## config.mk

```make
export PLATFORM = sky130hd
export DESIGN_NAME = piho_collector_flat
export DESIGN_NICKNAME = d
export VERILOG_FILES = /design/src/rtl/piho_pkg.sv /design/src/rtl/piho_collector_if.sv /design/src/rtl/piho_frame_tx.sv /design/src/rtl/piho_collector.sv /design/src/flat_wrapper.sv
export SDC_FILE = /design/constraint.sdc
export NUM_CORES = 1
export LEC_CHECK = 0
export ABC_AREA = 0
export CAP_MARGIN = 20
export CORE_ASPECT_RATIO = 1.2
export CORE_MARGIN = 4
export CORE_UTILIZATION = 35
export CTS_BUF_LIST = sky130_fd_sc_hd__clkbuf_4 sky130_fd_sc_hd__clkbuf_8 sky130_fd_sc_hd__clkbuf_16
export DETAILED_ROUTE_END_ITERATION = 12
export GPL_TIMING_DRIVEN = 0
export PLACE_DENSITY = 0.56
export REMOVE_ABC_BUFFERS = 1
export SYNTH_ARGS = -nofsm -noshare
export SYNTH_HDL_FRONTEND = slang
export SYNTH_HIERARCHICAL = 1
export SYNTH_SLANG_ARGS = --single-unit
```

## constraint.sdc

```tcl
create_clock -name clk -period 13.9 [get_ports clk]
set_clock_uncertainty 0.2 [all_clocks]
set_input_delay 1.39 -clock clk [delete_from_list [all_inputs] [get_ports clk]]
set_output_delay 1.39 -clock clk [all_outputs]
set_load 0.05 [all_outputs]
```

## src/rtl/piho_pkg.sv

```systemverilog
`default_nettype none
// ============================================================================
// Module   : piho_pkg
// Brief    : Shared types and constants for the PIHO result collector.
// Revision : 1.0 - initial release
// ============================================================================
package piho_pkg;

   localparam int         X2SUM_W       = 64;
   localparam int         FRAME_LEN     = 10;
   localparam logic [7:0] FRAME_HDR_OK  = 8'hA5;
   localparam logic [7:0] FRAME_HDR_ERR = 8'hEE;

   typedef enum logic [2:0] {
      ST_IDLE   = 3'd0,
      ST_GUARD  = 3'd1,
      ST_WAIT   = 3'd2,
      ST_SETTLE = 3'd3,
      ST_SUM    = 3'd4,
      ST_SEND   = 3'd5,
      ST_DONE   = 3'd6
   } state_t;

   // XOR of all bytes of a word; this is the frame checksum
   function automatic logic [7:0] xor_bytes(input logic [X2SUM_W-1:0] w);
      logic [7:0] r;
      r = 8'h00;
      for (int b = 0; b < X2SUM_W / 8; b++) begin
         r = r ^ w[8*b +: 8];
      end
      return r;
   endfunction

endpackage
`default_nettype wire

```

## src/rtl/piho_collector_if.sv

```systemverilog
`default_nettype none
// ============================================================================
// Module   : piho_collector_if
// Brief    : Byte stream towards the host UART transmitter (valid/ready).
// Revision : 1.0 - initial release
// ============================================================================
interface piho_collector_if;
   logic [7:0] tx_data;
   logic       tx_valid;
   logic       tx_ready;

   modport master (output tx_data, output tx_valid, input tx_ready);
   modport slave  (input tx_data, input tx_valid, output tx_ready);
endinterface
`default_nettype wire

```

## src/rtl/piho_frame_tx.sv

```systemverilog
`default_nettype none
// ============================================================================
// Module   : piho_frame_tx
// Brief    : Serialises a 64-bit total into a 10-byte frame:
//            header, 8 bytes LSB first, XOR checksum of those 8 bytes.
// Revision : 1.0 - initial release
// ============================================================================
module piho_frame_tx
   import piho_pkg::*;
(
   input  logic               clk,
   input  logic               rst,
   input  logic               load,
   input  logic [X2SUM_W-1:0] word,
   input  logic               err_flag,
   output logic               frame_done,
   piho_collector_if.master   tx
);

   localparam logic [3:0] LAST_IDX = 4'(FRAME_LEN - 1);
   localparam logic [3:0] CSUM_IDX = 4'(FRAME_LEN - 2);

   logic [3:0]         idx;
   logic [X2SUM_W-1:0] shreg;
   logic [7:0]         csum;

   // Last byte handshake completes the frame in this very cycle
   assign frame_done = tx.tx_valid && tx.tx_ready && (idx == LAST_IDX);

   // Byte sequencer: present the next byte on the cycle after each acceptance
   always_ff @(posedge clk) begin
      if (rst) begin
         tx.tx_valid <= 1'b0;
         tx.tx_data  <= 8'h00;
         idx         <= 4'd0;
         shreg       <= '0;
         csum        <= 8'h00;
      end else if (load) begin
         tx.tx_valid <= 1'b1;
         tx.tx_data  <= err_flag ? FRAME_HDR_ERR : FRAME_HDR_OK;
         idx         <= 4'd0;
         shreg       <= word;
         csum        <= xor_bytes(word);
      end else if (tx.tx_valid && tx.tx_ready) begin
         if (idx == LAST_IDX) begin
            tx.tx_valid <= 1'b0;
            idx         <= 4'd0;
         end else begin
            idx <= idx + 4'd1;
            if (idx == CSUM_IDX) begin
               tx.tx_data <= csum;
            end else begin
               tx.tx_data <= shreg[7:0];
               shreg      <= shreg >> 8;
            end
         end
      end
   end

endmodule
`default_nettype wire

```

## src/rtl/piho_collector.sv

```systemverilog
`default_nettype none
// ============================================================================
// Module   : piho_collector
// Brief    : Starts a batch of PIHO units, waits for all finish flags (with
//            guard window and optional timeout), sums their x2sum results
//            and ships the total as a framed byte stream.
// Revision : 1.0 - initial release
// ============================================================================
module piho_collector
   import piho_pkg::*;
#(
   parameter int          NUM_UNITS      = 4,
   parameter int          GUARD_CYCLES   = 4,
   parameter logic [31:0] TIMEOUT_CYCLES = 32'hFFFF_FFFF
) (
   input  logic                           clk,
   input  logic                           rst,
   input  logic                           start,
   input  logic [NUM_UNITS-1:0]           unit_finish,
   input  logic [X2SUM_W*NUM_UNITS-1:0]   unit_x2sum,
   output logic                           unit_rst,
   output logic                           busy,
   output logic                           done,
   output logic                           err,
   output logic [X2SUM_W-1:0]             total_sum,
   piho_collector_if.master               tx
);

   localparam int                   IDX_W        = (NUM_UNITS > 1) ? $clog2(NUM_UNITS) : 1;
   localparam logic [IDX_W-1:0]     SUM_LAST     = IDX_W'(NUM_UNITS - 1);
   localparam logic [7:0]           GUARD_LAST   = 8'(GUARD_CYCLES - 1);
   localparam logic [NUM_UNITS-1:0] ALL_DONE     = {NUM_UNITS{1'b1}};
   localparam bit                   TIMEOUT_EN   = (TIMEOUT_CYCLES != 32'd0);
   localparam logic [31:0]          TIMEOUT_LAST = TIMEOUT_CYCLES - 32'd1;

   state_t               state;
   logic [7:0]           guard_cnt;
   logic [31:0]          tmo_cnt;
   logic [NUM_UNITS-1:0] mask;
   logic                 settle_cnt;
   logic [IDX_W-1:0]     sum_idx;
   logic [X2SUM_W-1:0]   acc;

   logic [X2SUM_W-1:0]   x2sum_arr [NUM_UNITS];
   logic [NUM_UNITS-1:0] mask_next;
   logic [X2SUM_W-1:0]   acc_next;
   logic                 frame_load;
   logic                 frame_done;

   for (genvar gi = 0; gi < NUM_UNITS; gi++) begin : g_unpack
      assign x2sum_arr[gi] = unit_x2sum[X2SUM_W*gi +: X2SUM_W];
   end

   // Sticky finish mask, running sum (wraps mod 2^64) and frame load strobe
   always_comb begin
      mask_next  = mask | unit_finish;
      acc_next   = acc + (mask[sum_idx] ? x2sum_arr[sum_idx] : {X2SUM_W{1'b0}});
      frame_load = (state == ST_SUM) && (sum_idx == SUM_LAST);
   end

   piho_frame_tx u_frame_tx (
      .clk        (clk),
      .rst        (rst),
      .load       (frame_load),
      .word       (acc_next),
      .err_flag   (err),
      .frame_done (frame_done),
      .tx         (tx)
   );

   // Batch control FSM with registered outputs
   always_ff @(posedge clk) begin
      if (rst) begin
         state      <= ST_IDLE;
         unit_rst   <= 1'b0;
         busy       <= 1'b0;
         done       <= 1'b0;
         err        <= 1'b0;
         total_sum  <= '0;
         guard_cnt  <= 8'd0;
         tmo_cnt    <= 32'd0;
         mask       <= '0;
         settle_cnt <= 1'b0;
         sum_idx    <= '0;
         acc        <= '0;
      end else begin
         unit_rst <= 1'b0;
         done     <= 1'b0;
         case (state)
            ST_IDLE: begin
               if (start) begin
                  state     <= ST_GUARD;
                  unit_rst  <= 1'b1;
                  busy      <= 1'b1;
                  err       <= 1'b0;
                  guard_cnt <= 8'd0;
                  tmo_cnt   <= 32'd0;
                  mask      <= '0;
               end
            end
            ST_GUARD: begin
               // finish levels may still be stale from the previous run here
               if (guard_cnt == GUARD_LAST) begin
                  state <= ST_WAIT;
               end else begin
                  guard_cnt <= guard_cnt + 8'd1;
               end
            end
            ST_WAIT: begin
               mask       <= mask_next;
               settle_cnt <= 1'b0;
               // completion takes priority over a coincident timeout
               if (mask_next == ALL_DONE) begin
                  state <= ST_SETTLE;
               end else if (TIMEOUT_EN && (tmo_cnt == TIMEOUT_LAST)) begin
                  err   <= 1'b1;
                  state <= ST_SETTLE;
               end else begin
                  tmo_cnt <= tmo_cnt + 32'd1;
               end
            end
            ST_SETTLE: begin
               // two cycles for the units' x2sum_real register to catch up
               if (settle_cnt) begin
                  state   <= ST_SUM;
                  sum_idx <= '0;
                  acc     <= '0;
               end else begin
                  settle_cnt <= 1'b1;
               end
            end
            ST_SUM: begin
               acc <= acc_next;
               if (sum_idx == SUM_LAST) begin
                  total_sum <= acc_next;
                  state     <= ST_SEND;
               end else begin
                  sum_idx <= sum_idx + 1'b1;
               end
            end
            ST_SEND: begin
               if (frame_done) begin
                  busy  <= 1'b0;
                  done  <= 1'b1;
                  state <= ST_DONE;
               end
            end
            ST_DONE: begin
               state <= ST_IDLE;
            end
            default: begin
               state <= ST_IDLE;
            end
         endcase
      end
   end

endmodule
`default_nettype wire

```

## src/flat_wrapper.sv

```systemverilog
// flat-port wrapper written by rule: the top's interface ports become plain ports
module piho_collector_flat import piho_pkg::*;
#(
   parameter int          NUM_UNITS      = 4,
   parameter int          GUARD_CYCLES   = 4,
   parameter logic [31:0] TIMEOUT_CYCLES = 32'hFFFF_FFFF
)
  (clk, rst, start, unit_finish, unit_x2sum, unit_rst, busy, done, err, total_sum, tx_tx_data, tx_tx_valid, tx_tx_ready);
  piho_collector_if tx_i ();
  input  logic clk;
  input  logic rst;
  input  logic start;
  input  logic [NUM_UNITS-1:0] unit_finish;
  input  logic [X2SUM_W*NUM_UNITS-1:0] unit_x2sum;
  output logic unit_rst;
  output logic busy;
  output logic done;
  output logic err;
  output logic [X2SUM_W-1:0] total_sum;
  output wire logic [$bits(tx_i.tx_data)-1:0] tx_tx_data;
  output wire logic [$bits(tx_i.tx_valid)-1:0] tx_tx_valid;
  input wire logic [$bits(tx_i.tx_ready)-1:0] tx_tx_ready;
  assign tx_tx_data = tx_i.tx_data;
  assign tx_tx_valid = tx_i.tx_valid;
  assign tx_i.tx_ready = tx_tx_ready;
  piho_collector #(.NUM_UNITS(NUM_UNITS), .GUARD_CYCLES(GUARD_CYCLES), .TIMEOUT_CYCLES(TIMEOUT_CYCLES)) u_core (.clk(clk), .rst(rst), .start(start), .unit_finish(unit_finish), .unit_x2sum(unit_x2sum), .unit_rst(unit_rst), .busy(busy), .done(done), .err(err), .total_sum(total_sum), .tx(tx_i));
endmodule
```

# --- Word level (Yosys, flattened, before mapping) ---
# Index checks and enable logic that the tools add are counted.
totals:
  ff_bits: 267
  in_bits: 264
  output_inout_bits: 77
  wordCells: 136
classes:
  add_sub_neg: 5
  n_lt_le_gt_ge: 2
  n_eq_ne: 24
  mux: 51
  bitwise: 11
  reduce_logical: 26
op_table:
  columns: ["cell", "n"]
  rows:
  - ["two-way mux 64 bit", 8]
  - ["binary-select mux 64 bit (select 2 bit)", 1]
  - ["one-hot mux 64 bit (2 select lines)", 1]
  - ["two-way mux 32 bit", 3]
  - ["adder 64 bit", 1]
  - ["one-hot mux 32 bit (2 select lines)", 1]
  - ["bitwise XOR 8 bit", 7]
  - ["two-way mux 8 bit", 6]
  - ["adder 32 x 1 -> 32 bit, second input constant", 1]
  - ["equality test 32 bit, second input constant", 1]
  - ["two-way mux 3 bit", 7]
  - ["one-hot mux 3 bit (6 select lines)", 1]
  - ["one-hot mux 8 bit (2 select lines)", 1]
  - ["nonzero test 2 bit", 7]
  - ["equality test 4 bit, second input constant", 3]
  - ["!= test 2 x 1 -> 1 bit, second input constant", 6]
  - ["!= test 2 bit, second input constant", 6]
  - ["AND reduction 3 bit", 4]
  - ["two-way mux 1 bit", 11]
  - ["AND reduction 2 bit", 5]
  - ["adder 8 x 1 -> 8 bit, second input constant", 1]
  - ["equality test 8 x 2 -> 1 bit, second input constant", 1]
  - ["two-way mux 4 bit", 2]
  - ["one-hot mux 4 bit (2 select lines)", 1]
  - ["22 further kinds", 33]

# --- Depth between registers and ports, before layout ---
logic_depth:
  ltp_word: 13
  mapped_depth: 21
  mapped_depth_nobuf: 20

# --- Modules after synthesis ---
# Netlist, hierarchy kept.
modules_own_cells:
  columns: ["mod", "n_inst", "cells_per_inst", "area_per_inst_um2", "seq_area_each_um2"]
  rows:
  - ["piho_collector", 1, 1532, 12868.6, 3643.5]
  - ["piho_frame_tx", 1, 503, 4108.9, 1701.6]

# --- Worst setup path after synthesis ---
# OpenSTA, ideal clock, no wires.
synth_path:
  kind: "register to register"
  from: "register u_core.sum_idx[0]"
  to: "register u_core.u_frame_tx.csum[7]"
  setup_ns: 0.086
  t_arrival_ns: 5.151
  required_ns: 13.614
  slack_ns: 8.463
  stages_incl_launch_ff: 21
  path_buffers: 4
  synth_period_minus_slack_ns: 5.437
  cell_sequence: "dfxtp_1 clkbuf_1 buf_1 clkbuf_1 mux4_2 nor2b_1 ha_1 buf_2 nand4_1 nor3_1 a21oi_1 a21boi_0 o211ai_2 a2111oi_4 nor3_2 or3_1 and2_1 xnor2_1 xnor2_1 xnor2_1 a211oi_1"
synth_via:
  word_cells_on_any_way: 17
  cone_classes: "1 x add/sub; 1 x eq/ne; 6 x mux; 8 x bitwise; 1 x reduce/logical"
synth_rtl:
  columns: ["item", "line", "text"]
  rows:
  - ["from (decl)", "piho_collector.sv:41", "logic [IDX_W-1:0] sum_idx;"]
  - ["from (signal assigned)", "piho_collector.sv:138", "sum_idx <= sum_idx + 1'b1;"]
  - ["NOT 2 -> 3 bit (not written as such)", "piho_collector.sv:57", "acc_next = acc + (mask[sum_idx] ? x2sum_arr[sum_idx] : {X2SUM_W{1'b0}});"]
  - ["binary-select mux 64 bit (select 2 bit)", "piho_collector.sv:57", null]
  - ["two-way mux 64 bit (not written as such) (2 in a row)", "piho_collector.sv:57", null]
  - ["two-way mux 64 bit *", "piho_collector.sv:57", null]
  - ["adder 64 bit *", "piho_collector.sv:57", null]
  - ["net u_core.acc_next[63]", "piho_collector.sv:46", "logic [X2SUM_W-1:0] acc_next;"]
  - ["bitwise XOR 8 bit *", "piho_pkg.sv:29", "r = r ^ w[8*b +: 8];"]
  - ["to (signal assigned)", "piho_frame_tx.sv:43", "csum <= xor_bytes(word);"]
  - ["to (decl)", "piho_frame_tx.sv:25", "logic [7:0] csum;"]
# Mark *: on every way through the listed nets, which the timed path passes. The rest lies on a longest branch. The select of a mux whose other input is x is not followed.
# A chain may end at the register's enable or synchronous reset.

# --- Final worst setup path ---
layout_path:
  from: "input unit_x2sum[192]"
  to: "register u_core.u_frame_tx.csum[0]"
layout_via:
  word_cells_on_any_way: 12
  cone_classes: "1 x add/sub; 4 x mux; 7 x bitwise"
layout_rtl:
  columns: ["item", "line", "text"]
  rows:
  - ["from (decl)", "flat_wrapper.sv:14", "input logic [X2SUM_W*NUM_UNITS-1:0] unit_x2sum;"]
  - ["binary-select mux 64 bit (select 2 bit)", "piho_collector.sv:57", null]
  - ["two-way mux 64 bit (not written as such) (2 in a row)", "piho_collector.sv:57", null]
  - ["two-way mux 64 bit", "piho_collector.sv:57", null]
  - ["adder 64 bit", "piho_collector.sv:57", null]
  - ["net u_core.acc_next[56]", "piho_collector.sv:46", null]
  - ["bitwise XOR 8 bit", "piho_pkg.sv:29", null]
# The timed path passes the listed nets, and every way through them passes these cells. The select of a mux whose other input is x is not followed.

==> impl_results.rst <==
.. list-table::
   :header-rows: 1

   * - Metric
     - Value
   * - Measured slew at the worst slew-check pin
     - roughly 1.1 ns
   * - Final weighted congestion of routability-driven global placement
     - ~0.90
   * - Number of synthesized flops with an enable pin
     - 0
   * - Count of instances resized after the clock tree is built
     - 0
   * - Die width
     - roughly 210 µm
   * - Upper clock frequency limit
     - 148 MHz
   * - Areal power density over the cells
     - 87.0 nW/µm²
   * - TritonCTS Buffers
     - 34
   * - Slew HR
     - approximately 25%
   * - Antenna violation net count after detailed routing
     - 0
   * - Wirelength, routed
     - about 60000 µm
   * - Max rail drop VDD
     - slightly below 0.07 mV
   * - Final critical path time including I/O delays and setup
     - a little under 7 ns
   * - Setup repair after global routing missed its margin
     - no
   * - Endpoints failing setup
     - 0
   * - Crit path max fanout
     - 4
   * - Leakage power figure
     - ~7.7 nW
   * - Number of antenna violations at the first check in global routing
     - 1
   * - Source-to-sink clock delay at the later pin of the worst-skew pair
     - 0.54 ns
   * - Count of cells along the worst register-to-register path
     - 17
   * - Final number of max-transition violations
     - 0
   * - Core Region
     - 48000 µm²
   * - Die extent in y
     - ~250 µm
   * - Synthesized-area fraction occupied by xor and xnor cells
     - under 10%
   * - Top-level I/O count
     - between 300 and 400
   * - # port buffers
     - between 300 and 400
   * - Global Route Usage Sum
     - 21.5%
   * - Area contributors post-synth
     - sky130_fd_sc_hd__dfxtp_1 (31%), sky130_fd_sc_hd__mux4_2 (8.4%), sky130_fd_sc_hd__nand2_1 (6.3%)
   * - Number of clock sinks seen by CTS
     - 267
   * - Dominant register cell in the synthesized netlist
     - sky130_fd_sc_hd__dfxtp_1
   * - H-tree level count
     - 2
   * - Setup Slack @ Placement
     - about 6.7 ns
   * - Crit path required time
     - about 14 ns
   * - Vias in the first global route
     - approximately 16k
   * - Global-route wire length before repair
     - approximately 90000 µm
   * - Cells on Worst Hold Path
     - 2
   * - Fraction of final layout cells with drive strength greater than 1
     - 7.59%
   * - Post-synthesis sequential area ratio
     - a little under a third
   * - Clock tree from TritonCTS
     - done
   * - Mux cell area share after synthesis
     - 9.02%
   * - Post-cts hold buffer count
     - 0
   * - Clock Tree Buf Depth
     - 3
   * - Iteration count of the initial detailed-routing pass
     - 8
   * - # DRC
     - 0
   * - Area of the mapped netlist
     - about 17000 µm²
   * - Count of placed standard cells in the final layout, fillers left out
     - between 2k and 3k
   * - Post CTS Setup Buffer Count
     - 0
   * - Final Worst Setup Slack
     - a little over 7 ns
   * - Worst path arrival time
     - ~7.0 ns
   * - Run status
     - completed
   * - Final period utilization
     - 48.7%
   * - Count of placed standard cells including taps
     - approximately 2.9k
   * - Fraction of synthesis flops using an asynchronous set or reset pin
     - 0%
   * - Worst min-delay path class
     - reg2reg
   * - Pin count of the biggest net entering global routing
     - 144
   * - Fraction of the mapped netlist area in simple logic gates
     - roughly 22%
   * - Dominant combinational cell family by area after synthesis
     - simple AND/OR/NAND/NOR gates
   * - CTS clock-pin slew for the worst setup and hold paths
     - about 0.060 ns
   * - Leftover overflow at the end of global routing
     - 0
   * - Leading cell type by number of instances after synthesis
     - sky130_fd_sc_hd__nand2_1
   * - Post-synthesis average cell area
     - ~8.3 µm²
   * - Number of maximum-capacitance constraint violations
     - 0
   * - Area fraction in compound gates after synthesis
     - 20.3%
   * - Site Rows
     - 88
   * - Initial Utilization
     - 35.4%
   * - Clock root buffer
     - sky130_fd_sc_hd__clkbuf_16
   * - Drt via density
     - ~5.5
   * - Class of the most critical setup path
     - in2reg
   * - Drt first-iter violations
     - 1163
   * - Via total after detailed routing
     - 16.3k
   * - Die Footprint
     - ~52000 µm²
   * - Endpoints failing hold
     - 0
   * - Post-Synth Adder-Cell Area
     - 5.06%
   * - Number of nets in the layout
     - 2614
   * - Library cell occupying the most area in the post-synthesis netlist
     - sky130_fd_sc_hd__dfxtp_1
   * - Estimated wirelength of the detail-placed design
     - 44200 µm
   * - Nature of the critical path endpoint
     - flip-flop
   * - Ranking of synthesized cells by instance count
     - sky130_fd_sc_hd__nand2_1 (285), sky130_fd_sc_hd__dfxtp_1 (267), sky130_fd_sc_hd__nor2_1 (215)
   * - WL per Instance
     - approximately 20 µm
   * - Total power
     - between 1.5 and 2 mW
   * - Syn. warnings
     - 6
   * - Number of flip-flops and latches in the synthesized netlist
     - ~270
   * - Post-synthesis cell count
     - between 2k and 2.5k
   * - Synthesis-to-finish area growth
     - 29.7%
   * - Fraction of post-synthesis cell area in the top cell type by area
     - 31.5%
   * - Number of distinct standard cells referenced by the synthesized netlist
     - 82
   * - Startpoint class of the critical path
     - primary input
-- state kept, by name (all words and copies together), names as in the netlist --
register and count:
u_core/acc 64, u_core/busy 1, u_core/done 1, u_core/err 1, u_core/guard_cnt 8, u_core/mask 4
u_core/settle_cnt 1, u_core/state 3, u_core/sum_idx 2, u_core/tmo_cnt 32, u_core/total_sum 64, u_core/u_frame_tx/csum 8
u_core/u_frame_tx/idx 4, u_core/u_frame_tx/shreg 64, u_core/u_frame_tx/tx.tx_data 8, u_core/u_frame_tx/tx.tx_valid 1, u_core/unit_rst 1
-- routing by layer --
layer / vias to the layer above / track usage [%] / wire [µm]
met5: - / 0 / 0
met3: 105 / 4.13 / 3200
li1: 7838 / - / -
met4: 0 / 7.39 / 2090
met2: 491 / 37.6 / 28900
met1: 7854 / 26.6 / 24400
-- final cells by class --
class,instances,area (µm²)
fill,4812,26000
multi-input combinational,1587,10900
sequential,267,5350
timing repair buffer,351,3660
clock buffer,47,980
tap,630,788
inverter,41,161
clock inverter,14,146
antenna,1,2.50
-- metrics by stage --
stage | cell area, µm² | setup TNS [ns] | utilization (%) | hold WS [ns]
after detailed placement | 20900 | 0 | 43.5 | 0.247
after global placement | 20600 | -46.90 | 42.8 | 0.245
after floorplan | 16400 | 0 | - | 0.232
after CTS | 22000 | 0 | 45.9 | 0.255
after global routing | 22000 | 0 | 45.9 | 0.270
final | 22000 | 0 | 45.9 | 0.254
-- path summary, 6_finish.rpt --
kind | start | to | slack (ns)
worst max-delay path | unit_x2sum[192] | u_core/u_frame_tx/csum[0] | 7.14
worst min-delay path | u_core/total_sum[24] | u_core/total_sum[24] | 0.25
worst max register to register | u_core/sum_idx[0] | u_core/u_frame_tx/csum[0] | 7.27
worst min register to register | u_core/total_sum[24] | u_core/total_sum[24] | 0.25
-- cells by family (layout without fill, tap and decap cells) --
kind of cell    after synthesis  after routing
fa+ha+maj                    68             68
buf+inv                     181            453
xor+xnor                    143            143
mux                          74             74
other cells                   0              1
compound gates              502            502
simple gates                800            800
flops                       267            267
-- critical path, cell delays in order --
cell and delay [ns]:
sky130_fd_sc_hd__clkdlybuf4s50_1 0.45, sky130_fd_sc_hd__mux4_2 0.23, sky130_fd_sc_hd__nor2b_1 0.14, sky130_fd_sc_hd__ha_1 0.21, sky130_fd_sc_hd__inv_1 0.07, sky130_fd_sc_hd__fa_1 0.41, sky130_fd_sc_hd__nand2b_1 0.19, sky130_fd_sc_hd__a21oi_1 0.31
sky130_fd_sc_hd__o21ai_0 0.25, sky130_fd_sc_hd__o2111ai_1 0.44, sky130_fd_sc_hd__nand2_1 0.24, sky130_fd_sc_hd__o31ai_1 0.83, sky130_fd_sc_hd__a211oi_1 0.20, sky130_fd_sc_hd__xnor2_1 0.93, sky130_fd_sc_hd__xnor2_1 0.18, sky130_fd_sc_hd__xnor2_1 0.24
sky130_fd_sc_hd__xnor2_1 0.09, sky130_fd_sc_hd__a211oi_1 0.23
-- power breakdown --
group | switching [mW] | internal, mW | total, mW
sequential | 0.00715 | 0.770 | 0.777
combinational | 0.117 | 0.130 | 0.247
clock | 0.357 | 0.534 | 0.891
-- cells in the final DEF (no fill, tap or decap), drive strengths merged, types with 37 or more instances in the layout --
cell / synthesis / layout
nand4: 37 / 37
ha: 67 / 67
xnor2: 100 / 100
a311oi: 60 / 60
dfxtp: 267 / 267
mux4: 63 / 63
xor2: 43 / 43
nand2: 285 / 285
nor2b: 81 / 81
a21oi: 156 / 156
clkbuf: 91 / 47
o21ai: 53 / 53
nand3: 45 / 45
clkdlybuf4s50: 0 / 339
nor2: 215 / 215
inv: 40 / 42
No activity file was read; power rests on OpenSTA's default activity.
